## src/rtl/tap_pkg.sv

```systemverilog
// rtl/tap_pkg.sv - TAP state encoding, opcode constants and parameter defaults
package tap_pkg;

  localparam int unsigned IR_WIDTH_DEFAULT = 4;

  // Opcodes are stored wide and truncated to IR_WIDTH at the point of use
  localparam logic [31:0] OPC_IDCODE = 32'h0000_0001;
  localparam logic [31:0] OPC_BYPASS = 32'hFFFF_FFFF;

  // Encoding follows the IEEE 1149.1 state codes commonly shown on TAP diagrams
  typedef enum logic [3:0] {
    EXIT2_DR         = 4'h0,
    EXIT1_DR         = 4'h1,
    SHIFT_DR         = 4'h2,
    PAUSE_DR         = 4'h3,
    SELECT_IR        = 4'h4,
    UPDATE_DR        = 4'h5,
    CAPTURE_DR       = 4'h6,
    SELECT_DR        = 4'h7,
    EXIT2_IR         = 4'h8,
    EXIT1_IR         = 4'h9,
    SHIFT_IR         = 4'hA,
    PAUSE_IR         = 4'hB,
    RUN_TEST_IDLE    = 4'hC,
    UPDATE_IR        = 4'hD,
    CAPTURE_IR       = 4'hE,
    TEST_LOGIC_RESET = 4'hF
  } tap_state_t;

endpackage

```

## src/rtl/tap_bypass_reg.sv

```systemverilog
// rtl/tap_bypass_reg.sv - single-bit BYPASS data register
module tap_bypass_reg (
  input  logic tck_i,
  input  logic rst_i,
  input  logic capture_i,
  input  logic bypassEna_i,
  input  logic tdi_i,
  output logic tdo_o
);

  // Capture loads 0 so the first bit out of a bypass scan is always 0
  always_ff @(posedge tck_i) begin
    if (rst_i) begin
      tdo_o <= 1'b0;
    end else if (capture_i) begin
      tdo_o <= 1'b0;
    end else if (bypassEna_i) begin
      tdo_o <= tdi_i;
    end
  end

endmodule

```

## src/rtl/tap_controller.sv

```systemverilog
// rtl/tap_controller.sv - IEEE 1149.1 TAP controller; TAP_IDCODE_EN adds the 32-bit IDCODE register
module tap_controller
  import tap_pkg::*;
#(
  parameter int unsigned IR_WIDTH   = IR_WIDTH_DEFAULT,
  parameter logic [31:0] IDCODE_VAL = 32'h1000_563D
) (
  input  logic                tck_i,
  input  logic                rst_i,
  input  logic                tms_i,
  input  logic                tdi_i,
  output logic                tdo_o,
  output logic                tdoEna_o,
  output logic [3:0]          state_o,
  output logic [IR_WIDTH-1:0] ir_o
);

  if (IR_WIDTH < 2) begin : g_bad_ir_width
    $error("IR_WIDTH must be at least 2");
  end
  if (IDCODE_VAL[0] != 1'b1) begin : g_bad_idcode
    $error("IDCODE_VAL bit 0 must be 1");
  end

  localparam logic [IR_WIDTH-1:0] IR_CAPTURE = IR_WIDTH'(2'b01);
`ifdef TAP_IDCODE_EN
  localparam logic [IR_WIDTH-1:0] IR_RESET   = IR_WIDTH'(OPC_IDCODE);
`else
  localparam logic [IR_WIDTH-1:0] IR_RESET   = IR_WIDTH'(OPC_BYPASS);
`endif

  tap_state_t          state;
  tap_state_t          state_next;
  logic                clear;
  logic [IR_WIDTH-1:0] ir_sr;
  logic [IR_WIDTH-1:0] ir_q;
  logic                sel_idcode;
  logic                bypass_tdo;
  logic                dr_lsb;

  assign state_o = state;
  assign ir_o    = ir_q;

  // Entering TEST_LOGIC_RESET through TMS clears exactly what rst_i clears
  assign clear = rst_i || (state_next == TEST_LOGIC_RESET);

  // State register
  always_ff @(posedge tck_i) begin
    if (rst_i) begin
      state <= TEST_LOGIC_RESET;
    end else begin
      state <= state_next;
    end
  end

  // Standard TMS-driven next-state table
  always_comb begin
    state_next = state;
    case (state)
      TEST_LOGIC_RESET: state_next = tms_i ? TEST_LOGIC_RESET : RUN_TEST_IDLE;
      RUN_TEST_IDLE:    state_next = tms_i ? SELECT_DR        : RUN_TEST_IDLE;
      SELECT_DR:        state_next = tms_i ? SELECT_IR        : CAPTURE_DR;
      CAPTURE_DR:       state_next = tms_i ? EXIT1_DR         : SHIFT_DR;
      SHIFT_DR:         state_next = tms_i ? EXIT1_DR         : SHIFT_DR;
      EXIT1_DR:         state_next = tms_i ? UPDATE_DR        : PAUSE_DR;
      PAUSE_DR:         state_next = tms_i ? EXIT2_DR         : PAUSE_DR;
      EXIT2_DR:         state_next = tms_i ? UPDATE_DR        : SHIFT_DR;
      UPDATE_DR:        state_next = tms_i ? SELECT_DR        : RUN_TEST_IDLE;
      SELECT_IR:        state_next = tms_i ? TEST_LOGIC_RESET : CAPTURE_IR;
      CAPTURE_IR:       state_next = tms_i ? EXIT1_IR         : SHIFT_IR;
      SHIFT_IR:         state_next = tms_i ? EXIT1_IR         : SHIFT_IR;
      EXIT1_IR:         state_next = tms_i ? UPDATE_IR        : PAUSE_IR;
      PAUSE_IR:         state_next = tms_i ? EXIT2_IR         : PAUSE_IR;
      EXIT2_IR:         state_next = tms_i ? UPDATE_IR        : SHIFT_IR;
      UPDATE_IR:        state_next = tms_i ? SELECT_DR        : RUN_TEST_IDLE;
      default:          state_next = TEST_LOGIC_RESET;
    endcase
  end

  // Instruction shift register and the active instruction it feeds on UPDATE_IR
  always_ff @(posedge tck_i) begin
    if (clear) begin
      ir_sr <= '0;
      ir_q  <= IR_RESET;
    end else begin
      case (state)
        CAPTURE_IR: ir_sr <= IR_CAPTURE;
        SHIFT_IR:   ir_sr <= {tdi_i, ir_sr[IR_WIDTH-1:1]};
        UPDATE_IR:  ir_q  <= ir_sr;
        default:    ir_sr <= ir_sr;
      endcase
    end
  end

`ifdef TAP_IDCODE_EN
  logic [31:0] dr_sr;

  assign sel_idcode = (ir_q == IR_WIDTH'(OPC_IDCODE));
  assign dr_lsb     = sel_idcode ? dr_sr[0] : bypass_tdo;

  // IDCODE register only moves while IDCODE is the active instruction
  always_ff @(posedge tck_i) begin
    if (clear) begin
      dr_sr <= '0;
    end else if (sel_idcode && (state == CAPTURE_DR)) begin
      dr_sr <= IDCODE_VAL;
    end else if (sel_idcode && (state == SHIFT_DR)) begin
      dr_sr <= {tdi_i, dr_sr[31:1]};
    end
  end
`else
  // Without the ID register every opcode, IDCODE included, selects BYPASS
  assign sel_idcode = 1'b0;
  assign dr_lsb     = bypass_tdo;
`endif

  tap_bypass_reg u_bypass (
    .tck_i       (tck_i),
    .rst_i       (clear),
    .capture_i   ((state == CAPTURE_DR) && !sel_idcode),
    .bypassEna_i ((state == SHIFT_DR) && !sel_idcode),
    .tdi_i       (tdi_i),
    .tdo_o       (bypass_tdo)
  );

  // Registered TDO: the LSB of the shifting path, forced low outside shifts
  always_ff @(posedge tck_i) begin
    if (rst_i) begin
      tdo_o    <= 1'b0;
      tdoEna_o <= 1'b0;
    end else if (state == SHIFT_IR) begin
      tdo_o    <= ir_sr[0];
      tdoEna_o <= 1'b1;
    end else if (state == SHIFT_DR) begin
      tdo_o    <= dr_lsb;
      tdoEna_o <= 1'b1;
    end else begin
      tdo_o    <= 1'b0;
      tdoEna_o <= 1'b0;
    end
  end

endmodule

```

## config.mk

```make
export PLATFORM = sky130hd
export DESIGN_NAME = tap_controller
export DESIGN_NICKNAME = d
export VERILOG_FILES = /design/src/rtl/tap_pkg.sv /design/src/rtl/tap_bypass_reg.sv /design/src/rtl/tap_controller.sv
export SDC_FILE = /design/constraint.sdc
export NUM_CORES = 1
export LEC_CHECK = 0
export ABC_AREA = 1
export CORE_MARGIN = 1.5
export CORE_UTILIZATION = 49
export CTS_BUF_LIST = sky130_fd_sc_hd__clkbuf_16
export CTS_CLUSTER_SIZE = 24
export DETAILED_ROUTE_END_ITERATION = 8
export PLACE_DENSITY = 0.75
export SYNTH_ARGS = -nofsm -noshare
export SYNTH_HDL_FRONTEND = slang
export SYNTH_SLANG_ARGS = --single-unit
export TNS_END_PERCENT = 30
```

## constraint.sdc

```tcl
create_clock -name tck_i -period 1.5 [get_ports tck_i]
set_input_delay 0.45 -clock tck_i [delete_from_list [all_inputs] [get_ports tck_i]]
set_output_delay 0.45 -clock tck_i [all_outputs]
set_load 0.05 [all_outputs]
```

== After elaboration in Yosys (flattened, before gate mapping) ==
Cells that the tools add are included.

* Add/subtract/negate cells: 0
* $mul: 0
* Divide/modulo/power cells: 0
* $lt $le $gt $ge: 0
* Eq/ne operators: 16
* Shifts and indexed selects: 0
* Multiplexer cells: 18
* Bitwise gates (word level): 0
* Reduce and logical (&&, ||, !) cells: 7

{| class="wikitable"
|+ Operators with widths
! kind !! number
|-
| $pmux 4 s12 || 1
|-
| $eq 4x4->1 const B || 9
|-
| $eq 4x3->1 const B || 4
|-
| $mux 2 || 6
|-
| $mux 3 || 4
|-
| $eq 4x2->1 const B || 2
|-
| $pmux 4 s2 || 1
|-
| $reduce_or 2->1 || 3
|-
| $mux 1 || 5
|-
| $eq 4x1->1 const B || 1
|-
| $logic_not 4->1 || 1
|-
| $mux 4 || 1
|-
| $reduce_or 3->1 || 1
|-
| $reduce_bool 2->1 || 1
|-
| $logic_or 1x1->1 || 1
|}

* Register bits: 15
* Bits in latches: 0
* Bits in writable memories: 0
* Memory bits (read-only): 0
* Output and inout port bits: 10
* Memories: 0

== Depth between registers and ports, before layout ==
Gate-level depths: netlist (run 1).

* Depth in word-level cells: 6
* Gate-level depth with buffers: 10
* Gate-level depth less buffers: 10

== By module ==
Synthesis (run 1) repeated with hierarchy kept, for this count alone.

* Cells, all modules: 113
* Area total of the unflattened synthesis: 782.0 um^2

{| class="wikitable"
|+ Modules (own cells, without submodules)
! module !! instances !! cells each !! area an instance (um^2)
|-
| tap_controller || 1 || 106 || 737.0
|-
| tap_bypass_reg || 1 || 7 || 45.0
|}

== Least setup slack after synthesis (run 1) ==
OpenSTA, ideal clock, no wires.

* Path kind: register to register
* Start: register state[0] (netlist: state_o[0])
* End: register u_bypass.tdo_o
* Library setup time: 0.118 ns
* Arrival time: 1.492 ns
* Data required time: 1.382 ns
* Setup slack: -0.110 ns
* Stages on the path, launching flop included: 10
* Buffers on the path: 0
* Period minus slack after synthesis: 1.610 ns
* Path through: dfxtp_1 > inv_1 > nor2_1 > nand2_1 > nand2_1 > nor2_1 > nand2_1 > nor2_4 > nor2_4 > nor2_1

* Cells in the longest elaborated chain, start to end: 6
* Elaborated cells on any way between the ends: 23
* Those cells by class: eq/ne: 16; mux: 1; reduce/logical: 6

{| class="wikitable"
|+ Ends and longest elaborated chain
! element !! line !! RTL
|-
| start, declared || tap_controller.sv:32 || <nowiki>tap_state_t state;</nowiki>
|-
| start signal, assigned || tap_controller.sv:52 || <nowiki>state <= state_next;</nowiki>
|-
| $eq 4x4->1, or another cell as far along || tap_controller.sv:59 || <nowiki>case (state)</nowiki>
|-
| $reduce_or 3->1 (no source line) / $reduce_or 2->1 (equally long branches) || n/a ||
|-
| $pmux 4 s12 || tap_controller.sv:59 ||
|-
| $eq 4x4->1 || tap_controller.sv:45 || <nowiki>assign clear = rst_i || (state_next == TEST_LOGIC_RESET);</nowiki>
|-
| $logic_or 1x1->1 || tap_controller.sv:45 ||
|-
| $reduce_or 2->1 (no source line) || n/a ||
|-
| end signal, assigned || tap_bypass_reg.sv:18 || <nowiki>tdo_o <= tdi_i;</nowiki>
|-
| end, declared || tap_bypass_reg.sv:8 || <nowiki>output logic tdo_o</nowiki>
|}

Parallel ways exist; a longest one is shown, timed or not.
A chain may end at the register's enable or synchronous reset.

== Final worst setup path (run 1) ==
* Start: register state[2] (netlist: state_o[2])
* End: register ir_sr[0]

* Cells in the longest elaborated chain, start to end: 5
* Elaborated cells on any way between the ends: 24
* Those cells by class: eq/ne: 16; mux: 2; reduce/logical: 6

{| class="wikitable"
|+ Ends and longest elaborated chain
! element !! line !! RTL
|-
| $eq 4x4->1, or another cell as far along || tap_controller.sv:59 ||
|-
| $reduce_or 3->1 (no source line) / $reduce_or 2->1 (equally long branches) || n/a ||
|-
| $pmux 4 s12 || tap_controller.sv:59 ||
|-
| $eq 4x4->1 || tap_controller.sv:45 ||
|-
| $logic_or 1x1->1 || tap_controller.sv:45 ||
|-
| end signal, assigned || tap_controller.sv:88 || <nowiki>SHIFT_IR: ir_sr <= {tdi_i, ir_sr[IR_WIDTH-1:1]};</nowiki>
|-
| end signal, assigned || tap_controller.sv:90 || <nowiki>default: ir_sr <= ir_sr;</nowiki>
|-
| end, declared || tap_controller.sv:35 || <nowiki>logic [IR_WIDTH-1:0] ir_sr;</nowiki>
|}

Parallel ways exist; a longest one is shown, timed or not.

==> results.cfg, run 1 <==
[synthesis]
ys_ff_latch = 15
ys.warnings.count = 0
synth_nets = 116
syn_inst = 112
synthAdderAreaFrac_pct = 0
synth_top_family_by_area = simple AND/OR/NAND/NOR gates
synthXorXnorAreaFrac_pct = 0
synth-simple-area-share_pct = 40.1
post_synth.cell_area_avg_um2 = 6.80
synth_compound_area_share_pct = 8.54
syn_area_um2 = 762
ys_seq_area_share_pct = 39.4
synth_cell_type_count = 18
muxShareOfSynthArea_pct = 2.63

[min_path]
min_path_type = flip-flop to flip-flop
min_path_cells = 2

[timing]
whs_ns = 0.468
fin_skew_ns = 0.00227
post-route-period-util_pct = 90.3
hold_violations = 0
setup_tns_ns = 0
fin_crit_ns = 1.35
setup_viol_count_final = 0
max_freq_mhz = 738
grt_setup_unrepaired = no
timing.slew.headroom_pct = 84.1
worst_pin_slew_ns = 0.238
slew_violations = 0

[setup_path]
path_delay_family = simple AND/OR/NAND/NOR gates
cpPeakStageDelay_ns = 0.42
crit_buf_inv = 1
critPathKind = flip-flop to flip-flop
critPathCaptureType = flip-flop
cp.depth = 9
cp_common_cell = nand2_1
crit_chain = inv_2, nor2_1, nand2_1, nand3_1, nand2_1, nand2_1, nor2_4, nor2_4, nor2_1
cp_max_fo = 7
critical_path_required_ns = 1.63
crit_arrival_ns = 1.49
slowest_stage = dfxtp_2
cp-start-kind = flip-flop
ff2ff_path_depth = 9

[cts]
htree_levels = 1
ctsLongestPathBuffers = 2
cts.clk_slew.worst_paths_ns = 0.05
cts.sink_count = 15
cts.hold.buffers_added = 0
cts_tree = built
cts_setup_buffers = 0
cts-root-buf = clkbuf_16
cts_made_buffers = 3
clk_latency_ns = 0.24

[drt]
num_vias = 774
wire_per_inst_um = 12.6
ant_nets = 0
dr.pass1.iters = 4
first_iter_violations = 11
route.detailed.drc = 0
drt-vias-per-instance = 5.27
drt-total-wl_um = 1850

[place]
dp.final_hpwl_um = 1460
port_buffers = 13
place_area_um2 = 1030
routabilityCongestion = 0.849

[power_and_ir_drop]
powerDensity_nw_per_um2 = 2060
p_leak_nw = 0.550
p_clk_share_pct = 21.9
peakVddDrop_mv = 1.32
p_total_mw = 2.32
intPower_mw = 1.35
pwr-share-comb_pct = 49.8
p_sw_share_pct = 41.9
seqPwrFrac_pct = 28.3
p_sw_mw = 0.970

[global_route]
grt_max_degree = 9
grt_overflow_total = 0
track_usage_pct = 22.9
antenna_found_initial = 0
grt_pass1_wl_um = 3120
grt_pass1_vias = 741

[finish]
syn_to_final_growth_pct = 47.3
nNetsFinal = 136
fin_area_um2 = 1120
finish.utilization_pct = 76.3
drive_above_1_share_pct = 24.4
n_antenna_cell = 0

[die]
ios = 14
initial_core_util_pct = 51.8
dieArea_um2 = 1800
core_um2 = 1470
die_w_um = 42.4
std_cell_rows = 14
die_h_um = 42.4

[status]
outcome = finished, final reports clean

[run]
drv_cap = 0
==> cell usage after synthesis <==
| library cell | count | area, um^2 |
|---|---|---|
| nand2_1 | 25 | 93.8 |
| nor2_1 | 19 | 71.3 |
| inv_1 | 18 | 67.6 |
| dfxtp_1 | 15 | 300 |
| nand3_1 | 9 | 45.0 |
| a21oi_1 | 4 | 20.0 |
| nand2_2 | 4 | 25.0 |
| nor2_4 | 3 | 33.8 |
| o22ai_1 | 3 | 18.8 |
| mux2i_1 | 2 | 20.0 |
| nor3_1 | 2 | 10.0 |
| o21ai_0 | 2 | 10.0 |
| a21oi_2 | 1 | 8.76 |
| inv_2 | 1 | 3.75 |
| nand3_2 | 1 | 10.0 |
| nand4_1 | 1 | 6.26 |
| nor3_2 | 1 | 10.0 |
| o211ai_1 | 1 | 7.51 |
==> flip-flops by register name, indices dropped and copies added, names as in the netlist <==
signal and cells:
ir_o 4, ir_sr 4, state_o 4, tdoEna_o 1, tdo_o 1, u_bypass.tdo_o 1
==> stage by stage <==
stage,setup WS [ns],instances
global placement,-0.281,143
finish,0.145,147
detailed placement,-0.309,143
CTS,0.0714,147
floorplan,0.121,112
global route,0.00613,147
==> per-layer routing <==
layer | track usage, % | vias to the layer above | share of wire [%]
met4 | 11.9 | 0 | 2.1
met2 | 39.4 | 18 | 50
met3 | 5.17 | 4 | 3.4
li1 | - | 391 | -
met1 | 26.1 | 361 | 44
met5 | 0 | - | 0
==> power groups by stage <==
| stage | combinational [mW] | clock, mW | sequential, mW |
|---|---|---|---|
| 2_1_floorplan | 0.437 | 0 | 0.870 |
| 3_3_place_gp | 1.13 | 0 | 0.653 |
| 3_5_place_dp | 1.15 | 0 | 0.656 |
| 4_1_cts | 1.15 | 0.503 | 0.648 |
| 5_1_grt | 1.24 | 0.522 | 0.667 |
| 6_report | 1.15 | 0.508 | 0.655 |
==> placed cells by master (no fill, tap or decap) <==
cell              n
buf_12           10
mux2i_1           2
nor3_2            1
nor2_2            1
dlymetal6s2s_1    1
clkbuf_16         3
inv_1            19
o22ai_1           3
dfxtp_4           1
dfxtp_1          11
nand3_2           2
nand4_1           1
dfxtp_2           3
nand2_2           4
dlygate4sd2_1     1
a21oi_2           1
a21oi_1           4
o211ai_1          1
nor3_1            2
nand2_1          25
buf_4             2
nor2_1           18
o21ai_0           2
inv_2             1
nand3_1           8
nor2_4            3
clkdlybuf4s50_1   1
==> worst register-to-register path, cell delays in order, from the launching register on <==
cell and delay (ns):
dfxtp_2 0.42, inv_2 0.09, nor2_1 0.14, nand2_1 0.07
nand3_1 0.08, nand2_1 0.08, nand2_1 0.11, nor2_4 0.05
nor2_4 0.14, nor2_1 0.06
==> logic make-up after synthesis <==
logic type,Yosys count
AO/OA/AOI/OAI,11
buffers and inverters,19
AND/OR/NAND/NOR,65
multiplexers,2
flip-flops,15
==> timing repair <==
item,4_1_cts,5_1_grt
gates cloned,0,0
gates resized for setup,2,3
endpoints found under the setup margin,9,9
endpoints found under the hold margin,0,0
==> path summary, 6_finish.rpt <==
kind | from | to | slack [ns]
worst min-delay path | u_bypass.tdo_o | tdo_o | 0.47
worst max register to register | state_o[2] | ir_sr[0] | 0.15
worst min register to register | u_bypass.tdo_o | tdo_o | 0.47
worst max-delay path | state_o[2] | ir_sr[0] | 0.15
==> final cells by class <==
type | instances | area (um^2)
Sequential cell | 15 | 308
Inverter | 19 | 71.3
Clock inverter | 1 | 3.75
Multi-Input combinational cell | 78 | 398
Timing Repair Buffer | 15 | 246
Fill cell | 122 | 349
Tap cell | 16 | 20.0
Clock buffer | 3 | 75.1
Note: power is estimated with default switching activity, not from simulation.
==> run 2, diff against run 1 <==
==> constraint.sdc (replaced) <==
create_clock -name tck_i -period 1.53 [get_ports tck_i]
set_input_delay 0.459 -clock tck_i [delete_from_list [all_inputs] [get_ports tck_i]]
set_output_delay 0.459 -clock tck_i [all_outputs]
set_load 0.05 [all_outputs]
==> results.cfg, run 2 (synthesized netlist as in run 1, its figures left out) <==
[global_route]
grt_overflow_total = 0
antenna_found_initial = 0
track_usage_pct = 22.9
grt_pass1_vias = 741
grt_pass1_wl_um = 3120
grt_max_degree = 9

[min_path]
min_path_cells = 2
min_path_type = flip-flop to flip-flop
worstHoldStart = u_bypass.tdo_o
holdPathEnd = tdo_o

[drt]
wire_per_inst_um = 12.3
drt-vias-per-instance = 5.20
num_vias = 765
first_iter_violations = 15
ant_nets = 0
route.detailed.drc = 0
drt-total-wl_um = 1810
dr.pass1.iters = 4

[finish]
final_common_cell = nand2_1
syn_to_final_growth_pct = 47.0
drive_above_1_share_pct = 24.4
fin_area_um2 = 1120
mostFrequentLayoutCells = 25 x nand2_1, 19 x inv_1, 18 x nor2_1, 11 x dfxtp_1, 10 x buf_12
finish.utilization_pct = 76.1
n_antenna_cell = 0
nNetsFinal = 136
nFillCells = 121
final_cells = 147

[power_and_ir_drop]
intPower_mw = 1.32
pwr-share-comb_pct = 50.0
p_sw_share_pct = 41.7
p_leak_nw = 0.541
powerDensity_nw_per_um2 = 2020
p_clk_share_pct = 21.7
p_sw_mw = 0.945
seqPwrFrac_pct = 28.3
peakVddDrop_mv = 1.29

[cts]
cts.sink_count = 15
cts_made_buffers = 3
cts_tree = built
cts.clk_slew.worst_paths_ns = 0.05
cts-root-buf = clkbuf_16
clk_latency_ns = 0.24
cts.hold.buffers_added = 0
htree_levels = 1
ctsLongestPathBuffers = 2

[timing]
fin_ws_ns = 0.0996
worst_pin_slew_ns = 0.239
setup_viol_count_final = 0
fin_crit_ns = 1.43
slew_violations = 0
timing.slew.headroom_pct = 84.0
grt_setup_unrepaired = no
max_freq_mhz = 699
whs_ns = 0.467
hold_violations = 0
post-route-period-util_pct = 93.5
fin_skew_ns = 0.00177

[die]
dieArea_um2 = 1800
std_cell_rows = 14
die_w_um = 42.4
ios = 14
die_h_um = 42.4
initial_core_util_pct = 51.8
core_um2 = 1470

[setup_path]
cp_max_fo = 4
cpPeakStageDelay_ns = 0.57
reg2reg_to = ir_sr[0]
r2r_slack_ns = 0.18
path_delay_family = buffers and inverters
crit_chain = clkdlybuf4s50_1, inv_1, nand3_1, nor2_1, a21oi_1, nand3_2, nand2_1
cp-start-kind = input pin
regToRegStartpoint = state_o[2]
ff2ff_path_depth = 9
slowest_stage = clkdlybuf4s50_1
crit_arrival_ns = 1.62
crit_buf_inv = 2
critical_path_required_ns = 1.72
critPathCaptureType = flip-flop
critPathKind = input pin to flip-flop

[place]
routabilityCongestion = 0.848
place_inst = 143
port_buffers = 13
dp.final_hpwl_um = 1460
dp_slack_ns = -0.288
place_area_um2 = 1030

[run]
drv_cap = 0

[status]
outcome = finished, final reports clean
## run 2: changes by cell type in the layout (fill, tap and decap cells not counted)
cell | before | now
dlymetal6s2s_1 | 1 | 0
clkdlybuf4s50_1 | 1 | 2
## run 2: power by group through the flow
stage / registers [mW] / clock network (mW) / logic (mW)
floorplan: 0.853 / 0 / 0.428
global placement: 0.641 / 0 / 1.11
detailed placement: 0.643 / 0 / 1.12
CTS: 0.635 / 0.493 / 1.13
global route: 0.654 / 0.512 / 1.21
finish: 0.641 / 0.492 / 1.13
## run 2: layer usage
metal  up-vias  GRT usage [%]  part of all wire (%)
met5         -              0                     0
met4         0           11.9                   2.0
met3         4           5.17                   2.7
met2        15           39.4                    50
met1       355           26.1                    45
li1        391              -                     -
## run 2: final cells by class
class | instances | area, um^2 | area share [%]
clock buffers | 3 | 75.1 | 6.70
inverters | 19 | 71.3 | 6.37
multi-input cells | 78 | 398 | 35.5
flip-flops and latches | 15 | 308 | 27.5
repair buffers | 15 | 244 | 21.8
well taps | 16 | 20.0 | 1.79
clock inverters | 1 | 3.75 | 0.335
## run 2: worst max-delay path by stage
stage | from | to | depth (start not counted)
2_1_floorplan | state_o[0] | u_bypass.tdo_o | 9
3_3_place_gp | tms_i | ir_o[1] | 8
3_5_place_dp | tms_i | ir_o[3] | 8
4_1_cts | rst_i | ir_sr[0] | 6
5_1_grt | rst_i | ir_o[1] | 7
6_report | rst_i | ir_o[3] | 7
## run 2: through the flow
step	setup TNS (ns)	total power [mW]
3_3_place_gp	-2.14	1.75
5_1_grt	0	2.38
4_1_cts	0	2.26
6_report	0	2.27
3_5_place_dp	-2.45	1.77
2_1_floorplan	0	1.28
## run 2: worst reg2reg max path, stage by stage (launching register included)
cell and delay [ns]:
dfxtp_2 0.42, inv_2 0.09, nor2_1 0.14, nand2_1 0.06, nand3_1 0.08, nand2_1 0.09
nand2_1 0.11, nor2_4 0.05, nor2_4 0.14, nor2_1 0.06
## run 2: timing repair
action                                  4_1_cts  5_1_grt
buffers inserted                              0        0
gates resized for setup                       2        2
endpoints found under the setup margin        6        9
gates cloned                                  0        0
pin swaps                                     0        0
